==> src/rtl/load_store_unit_if.sv <==
// Word-addressed 64-bit data-memory port between the load/store unit (master)
// and data memory (slave): request/ready handshake with byte strobes.
interface load_store_unit_if #(
  parameter int ADDR_W = 8
);
  logic              mem_req;
  logic              mem_we;
  logic [ADDR_W-1:0] mem_addr;
  logic [63:0]       mem_wdata;
  logic [7:0]        mem_wmask;
  logic              mem_ready;
  logic [63:0]       mem_rdata;

  modport master (
    output mem_req, mem_we, mem_addr, mem_wdata, mem_wmask,
    input  mem_ready, mem_rdata
  );

  modport slave (
    input  mem_req, mem_we, mem_addr, mem_wdata, mem_wmask,
    output mem_ready, mem_rdata
  );
endinterface

==> src/rtl/load_store_unit.sv <==
// Memory-stage load/store initiator: issues one outstanding access at a time,
// stalls the pipeline while it waits, and produces the MEM/WB register contents.
module load_store_unit #(
  parameter int ADDR_W  = 8,
  parameter int TIMEOUT = 15
) (
  input  logic              clk,
  input  logic              reset,
  input  logic              exmem_valid,
  input  logic              exmem_read,
  input  logic              exmem_write,
  input  logic [63:0]       exmem_addr,
  input  logic [63:0]       exmem_wdata,
  input  logic [1:0]        exmem_size,
  input  logic              exmem_unsigned,
  input  logic [4:0]        exmem_rd,
  output logic              stall,
  load_store_unit_if.master mem,
  output logic              memwb_valid,
  output logic [63:0]       memwb_readdata,
  output logic [4:0]        memwb_rd,
  output logic              fault,
  output logic [1:0]        fault_cause
);

  localparam int CNT_W = $clog2(TIMEOUT + 1);

  typedef enum logic {IDLE, WAIT} state_t;

  function automatic logic [2:0] align_mask(input logic [1:0] sz);
    case (sz)
      2'd0:    return 3'b000;
      2'd1:    return 3'b001;
      2'd2:    return 3'b011;
      default: return 3'b111;
    endcase
  endfunction

  function automatic logic [7:0] lane_mask(input logic [1:0] sz);
    case (sz)
      2'd0:    return 8'h01;
      2'd1:    return 8'h03;
      2'd2:    return 8'h0F;
      default: return 8'hFF;
    endcase
  endfunction

  function automatic logic [63:0] load_extend(input logic [63:0] w, input logic [1:0] sz,
                                              input logic uns);
    case (sz)
      2'd0:    return uns ? {56'd0, w[7:0]}  : {{56{w[7]}}, w[7:0]};
      2'd1:    return uns ? {48'd0, w[15:0]} : {{48{w[15]}}, w[15:0]};
      2'd2:    return uns ? {32'd0, w[31:0]} : {{32{w[31]}}, w[31:0]};
      default: return w;
    endcase
  endfunction

  state_t             state_q, state_d;
  logic               req_q, we_q, load_q, uns_q;
  logic [ADDR_W-1:0]  addr_q;
  logic [63:0]        wdata_q;
  logic [7:0]         wmask_q;
  logic [2:0]         off_q;
  logic [1:0]         size_q;
  logic [4:0]         rd_q;
  logic [CNT_W-1:0]   cnt_q;

  logic               memwb_valid_q, fault_q;
  logic [63:0]        readdata_q;
  logic [4:0]         memwb_rd_q;
  logic [1:0]         cause_q;

  logic mem_op, illegal, misalign, accept, done_ok, timeout_hit;
  logic unused_addr_hi;

  assign unused_addr_hi = ^exmem_addr[63:ADDR_W+3];

  always_comb begin
    mem_op      = exmem_valid && (exmem_read || exmem_write);
    illegal     = exmem_valid && exmem_read && exmem_write;
    misalign    = |(exmem_addr[2:0] & align_mask(exmem_size));
    accept      = (state_q == IDLE) && mem_op && !illegal && !misalign;
    done_ok     = (state_q == WAIT) && mem.mem_ready;
    // Ready arriving in the last allowed cycle takes priority over the timeout.
    timeout_hit = (state_q == WAIT) && !mem.mem_ready && (cnt_q == CNT_W'(TIMEOUT - 1));
  end

  always_ff @(posedge clk) begin
    if (reset) state_q <= IDLE;
    else       state_q <= state_d;
  end

  always_comb begin
    state_d = state_q;
    case (state_q)
      IDLE:    if (accept) state_d = WAIT;
      WAIT:    if (done_ok || timeout_hit) state_d = IDLE;
      default: state_d = IDLE;
    endcase
  end

  always_comb begin
    stall = 1'b0;
    case (state_q)
      IDLE:    stall = accept;
      WAIT:    stall = !done_ok && !timeout_hit;
      default: stall = 1'b0;
    endcase
  end

  // Request register: captured on accept, held stable for the whole WAIT.
  always_ff @(posedge clk) begin
    if (reset) begin
      req_q   <= 1'b0;
      we_q    <= 1'b0;
      addr_q  <= '0;
      wdata_q <= '0;
      wmask_q <= '0;
      off_q   <= '0;
      size_q  <= '0;
      uns_q   <= 1'b0;
      load_q  <= 1'b0;
      rd_q    <= '0;
      cnt_q   <= '0;
    end else if (accept) begin
      req_q   <= 1'b1;
      we_q    <= exmem_write;
      addr_q  <= exmem_addr[ADDR_W+2:3];
      wdata_q <= exmem_wdata << {exmem_addr[2:0], 3'b000};
      wmask_q <= exmem_write ? (lane_mask(exmem_size) << exmem_addr[2:0]) : 8'h00;
      off_q   <= exmem_addr[2:0];
      size_q  <= exmem_size;
      uns_q   <= exmem_unsigned;
      load_q  <= exmem_read;
      rd_q    <= exmem_rd;
      cnt_q   <= '0;
    end else if (done_ok || timeout_hit) begin
      req_q   <= 1'b0;
    end else if (state_q == WAIT) begin
      cnt_q   <= cnt_q + CNT_W'(1);
    end
  end

  // MEM/WB register: one-cycle pulse per retired instruction, zero otherwise.
  always_ff @(posedge clk) begin
    if (reset) begin
      memwb_valid_q <= 1'b0;
      readdata_q    <= '0;
      memwb_rd_q    <= '0;
      fault_q       <= 1'b0;
      cause_q       <= '0;
    end else begin
      memwb_valid_q <= 1'b0;
      readdata_q    <= '0;
      memwb_rd_q    <= '0;
      fault_q       <= 1'b0;
      cause_q       <= '0;
      if ((state_q == IDLE) && exmem_valid && !accept) begin
        memwb_valid_q <= 1'b1;
        memwb_rd_q    <= exmem_rd;
        if (illegal) begin
          fault_q <= 1'b1;
          cause_q <= 2'd2;
        end else if (mem_op) begin
          fault_q <= 1'b1;
          cause_q <= 2'd1;
        end
      end else if (done_ok) begin
        memwb_valid_q <= 1'b1;
        memwb_rd_q    <= rd_q;
        readdata_q    <= load_q ?
                         load_extend(mem.mem_rdata >> {off_q, 3'b000}, size_q, uns_q) : 64'd0;
      end else if (timeout_hit) begin
        memwb_valid_q <= 1'b1;
        memwb_rd_q    <= rd_q;
        fault_q       <= 1'b1;
        cause_q       <= 2'd3;
      end
    end
  end

  assign mem.mem_req     = req_q;
  assign mem.mem_we      = we_q;
  assign mem.mem_addr    = addr_q;
  assign mem.mem_wdata   = wdata_q;
  assign mem.mem_wmask   = wmask_q;

  assign memwb_valid    = memwb_valid_q;
  assign memwb_readdata = readdata_q;
  assign memwb_rd       = memwb_rd_q;
  assign fault          = fault_q;
  assign fault_cause    = cause_q;

endmodule

==> src/flat_wrapper.sv <==
// flat-port wrapper written by rule: the top's interface ports become plain ports
module load_store_unit_flat 
#(
  parameter int ADDR_W  = 8,
  parameter int TIMEOUT = 15
)
  (clk, reset, exmem_valid, exmem_read, exmem_write, exmem_addr, exmem_wdata, exmem_size, exmem_unsigned, exmem_rd, stall, memwb_valid, memwb_readdata, memwb_rd, fault, fault_cause, mem_mem_req, mem_mem_we, mem_mem_addr, mem_mem_wdata, mem_mem_wmask, mem_mem_ready, mem_mem_rdata);
  load_store_unit_if #(.ADDR_W(ADDR_W)) mem_i ();
  input  logic clk;
  input  logic reset;
  input  logic exmem_valid;
  input  logic exmem_read;
  input  logic exmem_write;
  input  logic [63:0] exmem_addr;
  input  logic [63:0] exmem_wdata;
  input  logic [1:0] exmem_size;
  input  logic exmem_unsigned;
  input  logic [4:0] exmem_rd;
  output logic stall;
  output logic memwb_valid;
  output logic [63:0] memwb_readdata;
  output logic [4:0] memwb_rd;
  output logic fault;
  output logic [1:0] fault_cause;
  output wire logic [$bits(mem_i.mem_req)-1:0] mem_mem_req;
  output wire logic [$bits(mem_i.mem_we)-1:0] mem_mem_we;
  output wire logic [$bits(mem_i.mem_addr)-1:0] mem_mem_addr;
  output wire logic [$bits(mem_i.mem_wdata)-1:0] mem_mem_wdata;
  output wire logic [$bits(mem_i.mem_wmask)-1:0] mem_mem_wmask;
  input wire logic [$bits(mem_i.mem_ready)-1:0] mem_mem_ready;
  input wire logic [$bits(mem_i.mem_rdata)-1:0] mem_mem_rdata;
  assign mem_mem_req = mem_i.mem_req;
  assign mem_mem_we = mem_i.mem_we;
  assign mem_mem_addr = mem_i.mem_addr;
  assign mem_mem_wdata = mem_i.mem_wdata;
  assign mem_mem_wmask = mem_i.mem_wmask;
  assign mem_i.mem_ready = mem_mem_ready;
  assign mem_i.mem_rdata = mem_mem_rdata;
  load_store_unit #(.ADDR_W(ADDR_W), .TIMEOUT(TIMEOUT)) u_core (.clk(clk), .reset(reset), .exmem_valid(exmem_valid), .exmem_read(exmem_read), .exmem_write(exmem_write), .exmem_addr(exmem_addr), .exmem_wdata(exmem_wdata), .exmem_size(exmem_size), .exmem_unsigned(exmem_unsigned), .exmem_rd(exmem_rd), .stall(stall), .mem(mem_i), .memwb_valid(memwb_valid), .memwb_readdata(memwb_readdata), .memwb_rd(memwb_rd), .fault(fault), .fault_cause(fault_cause));
endmodule
==> config.mk <==
export PLATFORM = sky130hd
export DESIGN_NAME = load_store_unit_flat
export DESIGN_NICKNAME = d
export VERILOG_FILES = /design/src/rtl/load_store_unit_if.sv /design/src/rtl/load_store_unit.sv /design/src/flat_wrapper.sv
export SDC_FILE = /design/constraint.sdc
export NUM_CORES = 1
export LEC_CHECK = 0
export BUFFER_PORTS_ARGS = -buffer_cell sky130_fd_sc_hd__buf_2
export CAP_MARGIN = 30
export CORE_MARGIN = 2
export CORE_UTILIZATION = 33
export CTS_CLUSTER_SIZE = 20
export DETAILED_ROUTE_END_ITERATION = 8
export GPL_TIMING_DRIVEN = 0
export PLACE_DENSITY = 0.68
export SLEW_MARGIN = 25
export SYNTH_ARGS = -nofsm -noshare
export SYNTH_HDL_FRONTEND = slang
export SYNTH_SLANG_ARGS = --single-unit
export TNS_END_PERCENT = 30
==> constraint.sdc <==
create_clock -name clk -period 2.2 [get_ports clk]
set_clock_uncertainty 0.2 [all_clocks]
set_input_delay 0 -clock clk [delete_from_list [all_inputs] [get_ports clk]]
set_output_delay 0 -clock clk [all_outputs]
set_load 0.1 [all_outputs]
==> qor.csv <==
metric,value,unit
status,"finished, violations left",
failing checks,negative setup slack,
Num CTS Buffers,17,
CTS tree,built,
#FFs+latches synth,172,
Post-synth EDFFs,0,
"critical path, cell by cell",buf_8 -> mux2_4 -> mux4_2 -> a32oi_4 -> buf_6 -> buf_6 -> a31oi_1,
root buffer cell,clkbuf_16,
worst path required time,2300,ps
clock latency at the later pin of the worst-skew pair,430,ps
vias,9949,
fillers,2503,
DIE AREA,29000,µm²
Post-synth ARST share,0,%
Final Setup Violations,51,
Worst path slowest cell,mux4_2,
Max Freq,423,MHz
post-synth cell types,55,
Post-synth top cells,"dfxtp_1, nand2_1, mux2i_1, a21oi_1, clkbuf_1",
post-route ant nets,0,
vias per cell,5.49,
Overflow after GRT,0,
clk buf depth,2,
Tot Pwr,8.49,mW
# nets final,1632,
initial antenna violation count,4,
clock-pin slew on the worst setup and hold paths,80,ps
Compound-Gate Fraction of Synth Area,20.3,%
CP max FO,8,
mux contribution to synthesized area,23.6,%
num rows,60,
Setup crit end kind,flip-flop,
Pre-antenna DRT Iters,7,
worst hold path type,input port to flip-flop,
Final min period,2370,ps
drt wl/cell,20.7,µm
Sink Count,172,
Yosys top cell area share,37.7,%
area grow syn2layout,46.8,%
RSZ-0062 raised after global routing,true,
P_leak,5.72,nW
setup ws final,-167,ps
leading area contributor after synthesis,dfxtp_1,
Initial DRC Count,917,
"Seq/Total Area, Yosys",37.7,%
Tcrit/Tclk final,108,%
worst rel slew slack,52.2,%
share of cells above drive strength 1,34.5,%
detailed-route wire length,37400,µm
die height,170,µm
Syn Std Cell Area,9140,µm²
core outline area,27100,µm²
global-route wire length before repair,55300,µm
Slew @ Worst Pin,716,ps
setup TNS,-5680,ps
GRT Overall Usage,24.9,%
H-Tree Depth,4,
crit start category,flip-flop,
Hold Fails Final Rpt,0,
largest net degree at the start of global routing,20,
most frequent CP cell,buf_6,
main combinational cell family by area after synthesis,multiplexers,
most common cell in the netlist,dfxtp_1,
xor-xnor portion of the synthesized cell area,0.479,%
vias in the first global route,9685,
synth warn,0,
Setup Crit Path Kind,flip-flop to flip-flop,
Max-Cap Viols,0,
initial core utilization,33.7,%
Detail Placement HPWL,27100,µm
Synth area leaders,"dfxtp_1, mux4_2, mux2i_1, nand2_1, a21oi_1",
Seq. cell area,3440,µm²
"Avg Cell Area, Syn",9.52,µm²
Post-Synth Simple-Gate Area,12.6,%
crit-path max cell delay,540,ps
DRC violations left,0,
gpl congestion,0.951,
VDD IR max,0.490,mV
top_reg_cell synth,dfxtp_1,
Post-Synth Adder-Cell Area,0.274,%
I/O pin cnt,362,
fin. max-slew vios,0,
pre-CTS setup slack,-466,ps
Die X,170,µm
Multi-input gate area,5390,µm²
Post-Syn Nets,1168,
crit path DAT,2460,ps
P per Cell Area,633,nW/µm²
synthesized instance count,960,
# port buffers,305,
Worst Hold Slack,14.7,ps
[layout by cell type, fill, tap and decap left out, types with 6 or more instances in the layout]
cell type	n
o211ai_1	12
mux2i_1	84
clkbuf_2	18
nand3_1	12
clkbuf_1	37
buf_2	321
dlygate4sd3_1	133
a22o_1	36
nor2b_1	11
dfxtp_1	171
clkbuf_16	17
a31oi_1	30
a211oi_1	17
buf_6	10
a311oi_1	13
nand2b_1	19
mux2_2	24
nor2_1	49
o2bb2ai_1	28
o21bai_1	7
a21oi_1	68
inv_1	6
nand2_1	141
mux4_2	44
a32o_1	8
buf_4	13
nor3_1	7
[final timing paths]
check / to / from / slack, ps / depth (start not counted)
setup reg to reg: u_core.memwb_readdata[53] / u_core.off_q[1] / -170 / 7
setup / recovery: u_core.memwb_readdata[53] / u_core.off_q[1] / -170 / 7
hold / removal: u_core.mem.mem_wdata[58] / exmem_wdata[42] / 10 / 4
hold reg to reg: u_core.mem.mem_we / u_core.mem.mem_we / 250 / 2
[where the power goes]
group,switching (mW),internal [mW]
clock,1.39,1.73
combinational,1.35,0.791
sequential,0.0470,3.19
total,2.78,5.71
[kinds of logic (layout without fill, tap and decap cells)]
| kind of cell | Yosys count | count (layout) |
|---|---|---|
| and+or+nand+nor | 261 | 261 |
| muxes | 157 | 157 |
| DFF | 172 | 172 |
| adders and majority gates | 2 | 2 |
| other | 0 | 4 |
| xor gates and xnor gates | 5 | 5 |
| AOI/OAI and AO/OA | 258 | 258 |
| buffers and inverters | 105 | 581 |
[state kept, by name, indices dropped and copies added (netlist names)]
| name | flops |
|---|---|
| u_core.fault | 1 |
| u_core.fault_cause | 2 |
| u_core.rd_q | 5 |
| u_core.mem.mem_wmask | 8 |
| u_core.mem.mem_req | 1 |
| u_core.load_q | 1 |
| u_core.off_q | 3 |
| u_core.memwb_readdata | 64 |
| u_core.mem.mem_wdata | 64 |
| u_core.mem.mem_we | 1 |
| u_core.cnt_q | 4 |
| u_core.mem.mem_addr | 8 |
| u_core.state_q | 1 |
| u_core.memwb_valid | 1 |
| u_core.memwb_rd | 5 |
| u_core.size_q | 2 |
| u_core.uns_q | 1 |
[worst max-delay path, delay by kind of cell, from the launching register on]
kind                   cells  cell delay (ps)
multiplexers               2              840
flip-flops                 1              330
AO/OA/AOI/OAI              2              420
buffers and inverters      3              460
[area by class of cell]
cell class	instances	share of cell area, %
multi-input combinational	683	40.1
sequential	172	25.7
timing repair buffer	447	22.1
buffer	96	3.90
tap	372	3.47
clock buffer	18	3.27
clock inverter	13	1.17
inverter	7	0.196
antenna	4	0.0746
[per-layer routing]
metal | track usage (%) | routed length (µm)
met3 | 6.51 | 3570
met4 | 13.2 | 2030
met5 | 0 | 0
met1 | 31.0 | 14700
met2 | 39.5 | 17100
[metrics by stage]
step	area, µm²	instances	util [%]
6_report	13400	1812	49.5
5_1_grt	13400	1810	49.5
4_1_cts	13300	1807	49.0
3_5_place_dp	11100	1638	41.1
3_3_place_gp	11100	1637	41.1
2_1_floorplan	9140	960	-
[what timing repair did]
item,in CTS,in global routing
resized for setup,50,43
cloned,2,0
hold buffers,134,0
pin swaps,2,5
endpoints found under the setup margin,123,146
hold endpoints to repair,134,0
setup buffers,3,2
(Power assumes the default switching activity.)
